`src/rtl/reduce_vector_unit.sv`:
```
// Multi-cycle vector reduction engine: folds up to N elements, LANES per cycle, into one scalar.
// Ops: wrapping/saturating sum, min, max, and, or, xor; signed or unsigned interpretation.
module reduce_vector_unit #(
    parameter int unsigned BITS  = 8,
    parameter int unsigned N     = 8,
    parameter int unsigned LANES = 2,
    localparam int unsigned LW   = $clog2(N + 1)
) (
    input  logic            clk_i,
    input  logic            rst_ni,
    input  logic            en_i,
    input  logic            start_i,
    input  logic [BITS-1:0] in_i [N],
    input  logic [LW-1:0]   in_len_i,
    input  logic [2:0]      sel_i,
    input  logic            is_signed_i,
    output logic [BITS-1:0] out_o,
    output logic            busy_o,
    output logic            done_o,
    output logic            ovf_o,
    output logic            err_o
);

    localparam int unsigned AccW  = BITS + $clog2(N) + 1;
    localparam int unsigned IdxW  = LW + 1;
    localparam int unsigned AIdxW = (N > 1) ? $clog2(N) : 1;

    localparam logic [2:0] OpSum = 3'b000;
    localparam logic [2:0] OpMax = 3'b001;
    localparam logic [2:0] OpMin = 3'b010;
    localparam logic [2:0] OpAnd = 3'b011;
    localparam logic [2:0] OpOr  = 3'b100;
    localparam logic [2:0] OpXor = 3'b101;
    localparam logic [2:0] OpSat = 3'b110;
    localparam logic [2:0] OpBad = 3'b111;

    localparam logic [BITS-1:0] SMaxB   = {1'b0, {(BITS-1){1'b1}}};
    localparam logic [BITS-1:0] SMinB   = {1'b1, {(BITS-1){1'b0}}};
    localparam logic [BITS-1:0] AllOnes = {BITS{1'b1}};

    typedef enum logic [1:0] {StIdle, StRun, StFin} state_e;

    function automatic logic [AccW-1:0] ext(input logic [BITS-1:0] v, input logic sg);
        return sg ? {{(AccW-BITS){v[BITS-1]}}, v} : {{(AccW-BITS){1'b0}}, v};
    endfunction

    function automatic logic [AccW-1:0] identity(input logic [2:0] op, input logic sg);
        case (op)
            OpMax:   return sg ? ext(SMinB, 1'b1) : '0;
            OpMin:   return sg ? ext(SMaxB, 1'b1) : ext(AllOnes, 1'b0);
            OpAnd:   return '1;
            default: return '0;
        endcase
    endfunction

    state_e          state_q;
    logic [BITS-1:0] vec_q [N];
    logic [LW-1:0]   len_q;
    logic [2:0]      sel_q;
    logic            sgn_q;
    logic            bad_q;
    logic [AccW-1:0] acc_q, acc_d;
    logic [IdxW-1:0] idx_q, idx_d;
    logic [BITS-1:0] out_q;
    logic            busy_q, done_q, ovf_q, err_q;

    logic [AccW-1:0] elem;
    logic [IdxW-1:0] pos;
    logic [AccW-1:0] hi_lim, lo_lim;
    logic            over, is_sum, bad_req;
    logic [BITS-1:0] res;

    // Lanes past the latched length are skipped, which equals folding in the identity.
    always_comb begin
        acc_d = acc_q;
        elem  = '0;
        pos   = '0;
        for (int l = 0; l < int'(LANES); l++) begin
            pos  = idx_q + IdxW'(l);
            elem = ext(vec_q[pos[AIdxW-1:0]], sgn_q);
            if (pos < {1'b0, len_q}) begin
                case (sel_q)
                    OpSum, OpSat: acc_d = acc_d + elem;
                    OpMax:   if ($signed(elem) > $signed(acc_d)) acc_d = elem;
                    OpMin:   if ($signed(elem) < $signed(acc_d)) acc_d = elem;
                    OpAnd:   acc_d = acc_d & elem;
                    OpOr:    acc_d = acc_d | elem;
                    OpXor:   acc_d = acc_d ^ elem;
                    default: acc_d = acc_d;
                endcase
            end
        end
        idx_d = idx_q + IdxW'(LANES);
    end

    // The accumulator has headroom, so a signed compare is exact for zero-extended values too.
    always_comb begin
        hi_lim = sgn_q ? ext(SMaxB, 1'b1) : ext(AllOnes, 1'b0);
        lo_lim = sgn_q ? ext(SMinB, 1'b1) : '0;
        over   = ($signed(acc_q) > $signed(hi_lim)) || ($signed(acc_q) < $signed(lo_lim));
        is_sum = (sel_q == OpSum) || (sel_q == OpSat);
        res    = acc_q[BITS-1:0];
        if (sel_q == OpSat && over) begin
            res = acc_q[AccW-1] ? lo_lim[BITS-1:0] : hi_lim[BITS-1:0];
        end
        bad_req = (in_len_i == '0) || (in_len_i > LW'(N)) || (sel_i == OpBad);
    end

    always_ff @(posedge clk_i or negedge rst_ni) begin
        if (!rst_ni) begin
            state_q <= StIdle;
            for (int i = 0; i < int'(N); i++) vec_q[i] <= '0;
            len_q   <= '0;
            sel_q   <= '0;
            sgn_q   <= 1'b0;
            bad_q   <= 1'b0;
            acc_q   <= '0;
            idx_q   <= '0;
            out_q   <= '0;
            busy_q  <= 1'b0;
            done_q  <= 1'b0;
            ovf_q   <= 1'b0;
            err_q   <= 1'b0;
        end else begin
            done_q <= 1'b0;
            if (en_i) begin
                unique case (state_q)
                    StIdle: begin
                        if (start_i) begin
                            vec_q  <= in_i;
                            len_q  <= in_len_i;
                            sel_q  <= sel_i;
                            sgn_q  <= is_signed_i;
                            busy_q <= 1'b1;
                            idx_q  <= '0;
                            acc_q  <= identity(sel_i, is_signed_i);
                            bad_q  <= bad_req;
                            state_q <= bad_req ? StFin : StRun;
                        end
                    end
                    StRun: begin
                        acc_q <= acc_d;
                        idx_q <= idx_d;
                        if (idx_d >= {1'b0, len_q}) state_q <= StFin;
                    end
                    StFin: begin
                        busy_q  <= 1'b0;
                        done_q  <= 1'b1;
                        out_q   <= bad_q ? '0 : res;
                        ovf_q   <= !bad_q && is_sum && over;
                        err_q   <= bad_q;
                        state_q <= StIdle;
                    end
                    default: state_q <= StIdle;
                endcase
            end
        end
    end

    assign out_o  = out_q;
    assign busy_o = busy_q;
    assign done_o = done_q;
    assign ovf_o  = ovf_q;
    assign err_o  = err_q;

endmodule

```
`config.mk`:
```
export PLATFORM = sky130hd
export DESIGN_NAME = reduce_vector_unit
export DESIGN_NICKNAME = d
export VERILOG_FILES = /design/src/rtl/reduce_vector_unit.sv
export SDC_FILE = /design/constraint.sdc
export NUM_CORES = 1
export LEC_CHECK = 0
export CELL_PAD_IN_SITES_DETAIL_PLACEMENT = 2
export CELL_PAD_IN_SITES_GLOBAL_PLACEMENT = 2
export CORE_UTILIZATION = 40
export DETAILED_ROUTE_END_ITERATION = 10
export GPL_TIMING_DRIVEN = 0
export PLACE_DENSITY = 0.95
export SYNTH_ARGS = -nofsm -noshare
export SYNTH_HDL_FRONTEND = slang
export SYNTH_SLANG_ARGS = --single-unit
```
`constraint.sdc`:
```
create_clock -name clk_i -period 12.8 [get_ports clk_i]
set_input_delay 1.28 -clock clk_i [delete_from_list [all_inputs] [get_ports clk_i]]
set_output_delay 1.28 -clock clk_i [all_outputs]
set_load 0.05 [all_outputs]
```
==> flow_summary_export.csv <==
group,metric,value,unit
status,status,"finished clean",
logic_synthesis,yosys-mux-area-fraction,14.1,%
logic_synthesis,synthAdderAreaFrac,13.3,%
final_layout,drive_above_1_share,14.3,%
floorplan,initial_utilization,41.4,%
place,hpwl,28200,um
timing,fmax,118,MHz
logic_synthesis,yosys_register_bits,103,
floorplan,die_area,21800,sq um
clocking,postCtsHoldBufs,0,
routing,vias_per_cell,6.97,
floorplan,dieWidth,148,um
final_layout,fill_cells,2126,
setup_path,r2r_cells,24,
logic_synthesis,synth_area_leaders,"dfrtp_1 30%, ha_1 13%, mux2_2 9.4%, o21ai_0 3.7%, mux4_2 3.7%",
clocking,clockBufferDepth,2,
place,routabilityCongestion,0.928,
floorplan,fp.dieH,148,um
routing,via_count,8764,
logic_synthesis,synth_top_family_by_area,"compound AO/OA/AOI/OAI gates",
logic_synthesis,syn_area_per_cell,9.60,sq um
floorplan,rows,52,
logic_synthesis,synth_compound_area_share,23.8,%
routing,dr.pass1.iters,7,
timing,period_share,66.2,%
logic_synthesis,syn-cell-area,8490,sq um
timing,final-hold-violation-count,0,
logic_synthesis,synthCells,885,
setup_path,reg2reg_to,"acc_q[5]",
global_route,grt_pass1_vias,10000,
global_route,grt_max_degree,62,
clocking,cts_tree,"done",
final_layout,multiInputGateArea,5520,sq um
logic_synthesis,synth-simple-area-share,12.1,%
logic_synthesis,synthFlopType,"dfrtp_1",
timing,setup_violations,0,
timing,post-route-min-period,8.47,ns
logic_synthesis,async_flop_share,100,%
logic_synthesis,yosysWarnings,0,
logic_synthesis,synth_edf_count,0,
final_layout,nets,1148,
global_route,grt_pass1_wl,65500,um
global_route,grt_use_total,41.1,%
clocking,post_cts_buffers,0,
timing,worst_pin_slew,1.37,ns
routing,drc,0,
timing,fin_skew,0.0118,ns
setup_path,worstPathArrival,8.73,ns
logic_synthesis,synth_area_leader_cell,"dfrtp_1",
setup_path,critPathMaxFanout,10,
routing,drtIter0Drc,703,
logic_synthesis,yosysMostFrequentCell,"dfrtp_1",
setup_path,crit_start,"idx_q[2]",
setup_path,worstSetupPathType,"flop to flop",
logic_synthesis,yosys.cell_types.count,80,
logic_synthesis,synth_commonest_cells,"103 x dfrtp_1, 87 x ha_1, 74 x nand2_1",
setup_path,rr_startpoint,"idx_q[2]",
global_route,antenna_found_initial,1,
place,port_buffers,86,
final_layout,num_antenna_cells,0,
timing,tns,0,ns
final_layout,regArea,2580,sq um
routing,routed_wl,43600,um
routing,wl_per_cell,34.6,um
logic_synthesis,synthXorXnorAreaFrac,1.65,%
floorplan,core,20500,sq um
logic_synthesis,synth_seq_area_share,30.3,%
clocking,cts_sinks,103,
clocking,cts-root-buf,"clkbuf_16",
setup_path,cp.required,13.05,ns
timing,slew_headroom,8.10,%
global_route,overflow,0,
clocking,cts_made_buffers,9,
timing,rsz0062_at_grt,"no",
run,cap_violations,0,
setup_path,cp-start-kind,"flop",
routing,ant_nets,0,
setup_path,r2r_setup_slack,4.33,ns
logic_synthesis,yosys.area.top_type_share,30.3,%
clocking,htreeDepth,3,
setup_path,cp-end-kind,"flop",
timing,drv_slew,0,
clocking,cts-resized-gates,0,
min_path,hold_class,"flop to flop",
logic_synthesis,syn-num-nets,1050,
setup_path,crit_end,"acc_q[5]",
clocking,clkLatencyLatePin,0.38,ns
final_layout,area_growth,17.8,%
floorplan,io_pins,88,
clocking,cts.reportedPaths.clkPinSlew,0.08,ns
## layout make-up
type / instances / area share [%]
inverters: 57 / 2.14
multi-input cells: 678 / 55.1
flip-flops and latches: 103 / 25.7
plain buffers: 47 / 1.88
clock inverters: 6 / 0.625
repair buffers: 87 / 8.85
well taps: 270 / 3.38
clock buffers: 10 / 2.29
## registers in the layout, summed over array words and instances, names as in the netlist
register	cells
vec_q	64
acc_q	12
out_o	8
idx_q	4
len_q	4
sel_q	3
state_q	2
bad_q	1
busy_o	1
done_o	1
err_o	1
ovf_o	1
sgn_q	1
## cell families (layout without fill, tap and decap cells)
group                    count (synthesis)  in the layout
AND/OR/NAND/NOR                        206            206
XOR/XNOR                                16             16
multiplexers                            93             93
flip-flops                             103            103
AO/OA/AOI/OAI                          274            274
buffers and inverters                  104            207
adder cells (fa/ha/maj)                 89             89
## through the flow
stage / hold slack [ns] / cells / utilization [%] / setup WS (ns) / area, sq um
floorplan: 0.475 / 885 / - / 6.96 / 8490
global route: 0.539 / 1258 / 48.8 / 4.05 / 10000
CTS: 0.517 / 1258 / 48.8 / 4.60 / 10000
finish: 0.512 / 1258 / 48.8 / 4.33 / 10000
detailed placement: 0.496 / 1242 / 47.4 / 5.04 / 9720
global placement: 0.473 / 1241 / 47.3 / 5.56 / 9690
## worst min-delay path by stage
stage                      to  startpoint  cells after the start  slack (ns)
detailed placement  vec_q[61]   vec_q[61]                      1        0.50
finish               vec_q[7]    vec_q[7]                      1        0.51
CTS                     ovf_o       ovf_o                      2        0.52
floorplan           vec_q[35]   vec_q[35]                      1        0.47
global route         out_o[4]    out_o[4]                      1        0.54
global placement     out_o[2]    out_o[2]                      2        0.47
## layout by cell type, fill, tap and decap left out, drive strengths merged, types with 7 or more instances in the layout
| cell | count |
|---|---|
| inv | 61 |
| and3 | 7 |
| a22o | 11 |
| a211oi | 10 |
| clkdlybuf4s50 | 85 |
| xnor2 | 11 |
| mux4 | 14 |
| a22oi | 16 |
| buf | 15 |
| a21o | 13 |
| dfrtp | 103 |
| ha | 87 |
| and2 | 7 |
| a221oi | 7 |
| a31oi | 9 |
| nand3 | 20 |
| nor2b | 14 |
| o211ai | 13 |
| clkbuf | 44 |
| nor3 | 17 |
| mux2 | 71 |
| a21oi | 37 |
| nor2 | 31 |
| o21ai | 76 |
| o21a | 12 |
| nor4 | 8 |
| nand2 | 76 |
| mux2i | 8 |
## per-layer routing
metal	wire length [um]	track usage, %
met1	15800	45.8
met3	3550	9.78
met4	3300	29.4
met2	20900	68.9
met5	14	0
## worst max-delay path, stage by stage, from the launching register on
cell and delay [ns]:
dfrtp_1 0.44, clkbuf_1 0.63, clkbuf_1 0.65, mux4_2 0.48, inv_1 0.10, ha_1 0.24
buf_4 0.19, a211oi_1 0.41, o21bai_1 0.23, a2111oi_0 0.92, nor2_1 0.17, xor2_1 0.18
nand2_1 0.08, a41oi_1 0.48, or2_1 0.19, ha_1 0.23, clkbuf_1 0.22, nor4_1 0.49
nand2_1 0.15, nor2_1 0.30, o21ai_1 0.28, a22oi_2 0.48, o2111ai_1 0.30, a221oi_1 0.40
nor3_1 0.10
Power is left out: the tool's default activity adds up to more than one toggle a clock period on the data nets, which glitch-free logic cannot reach.
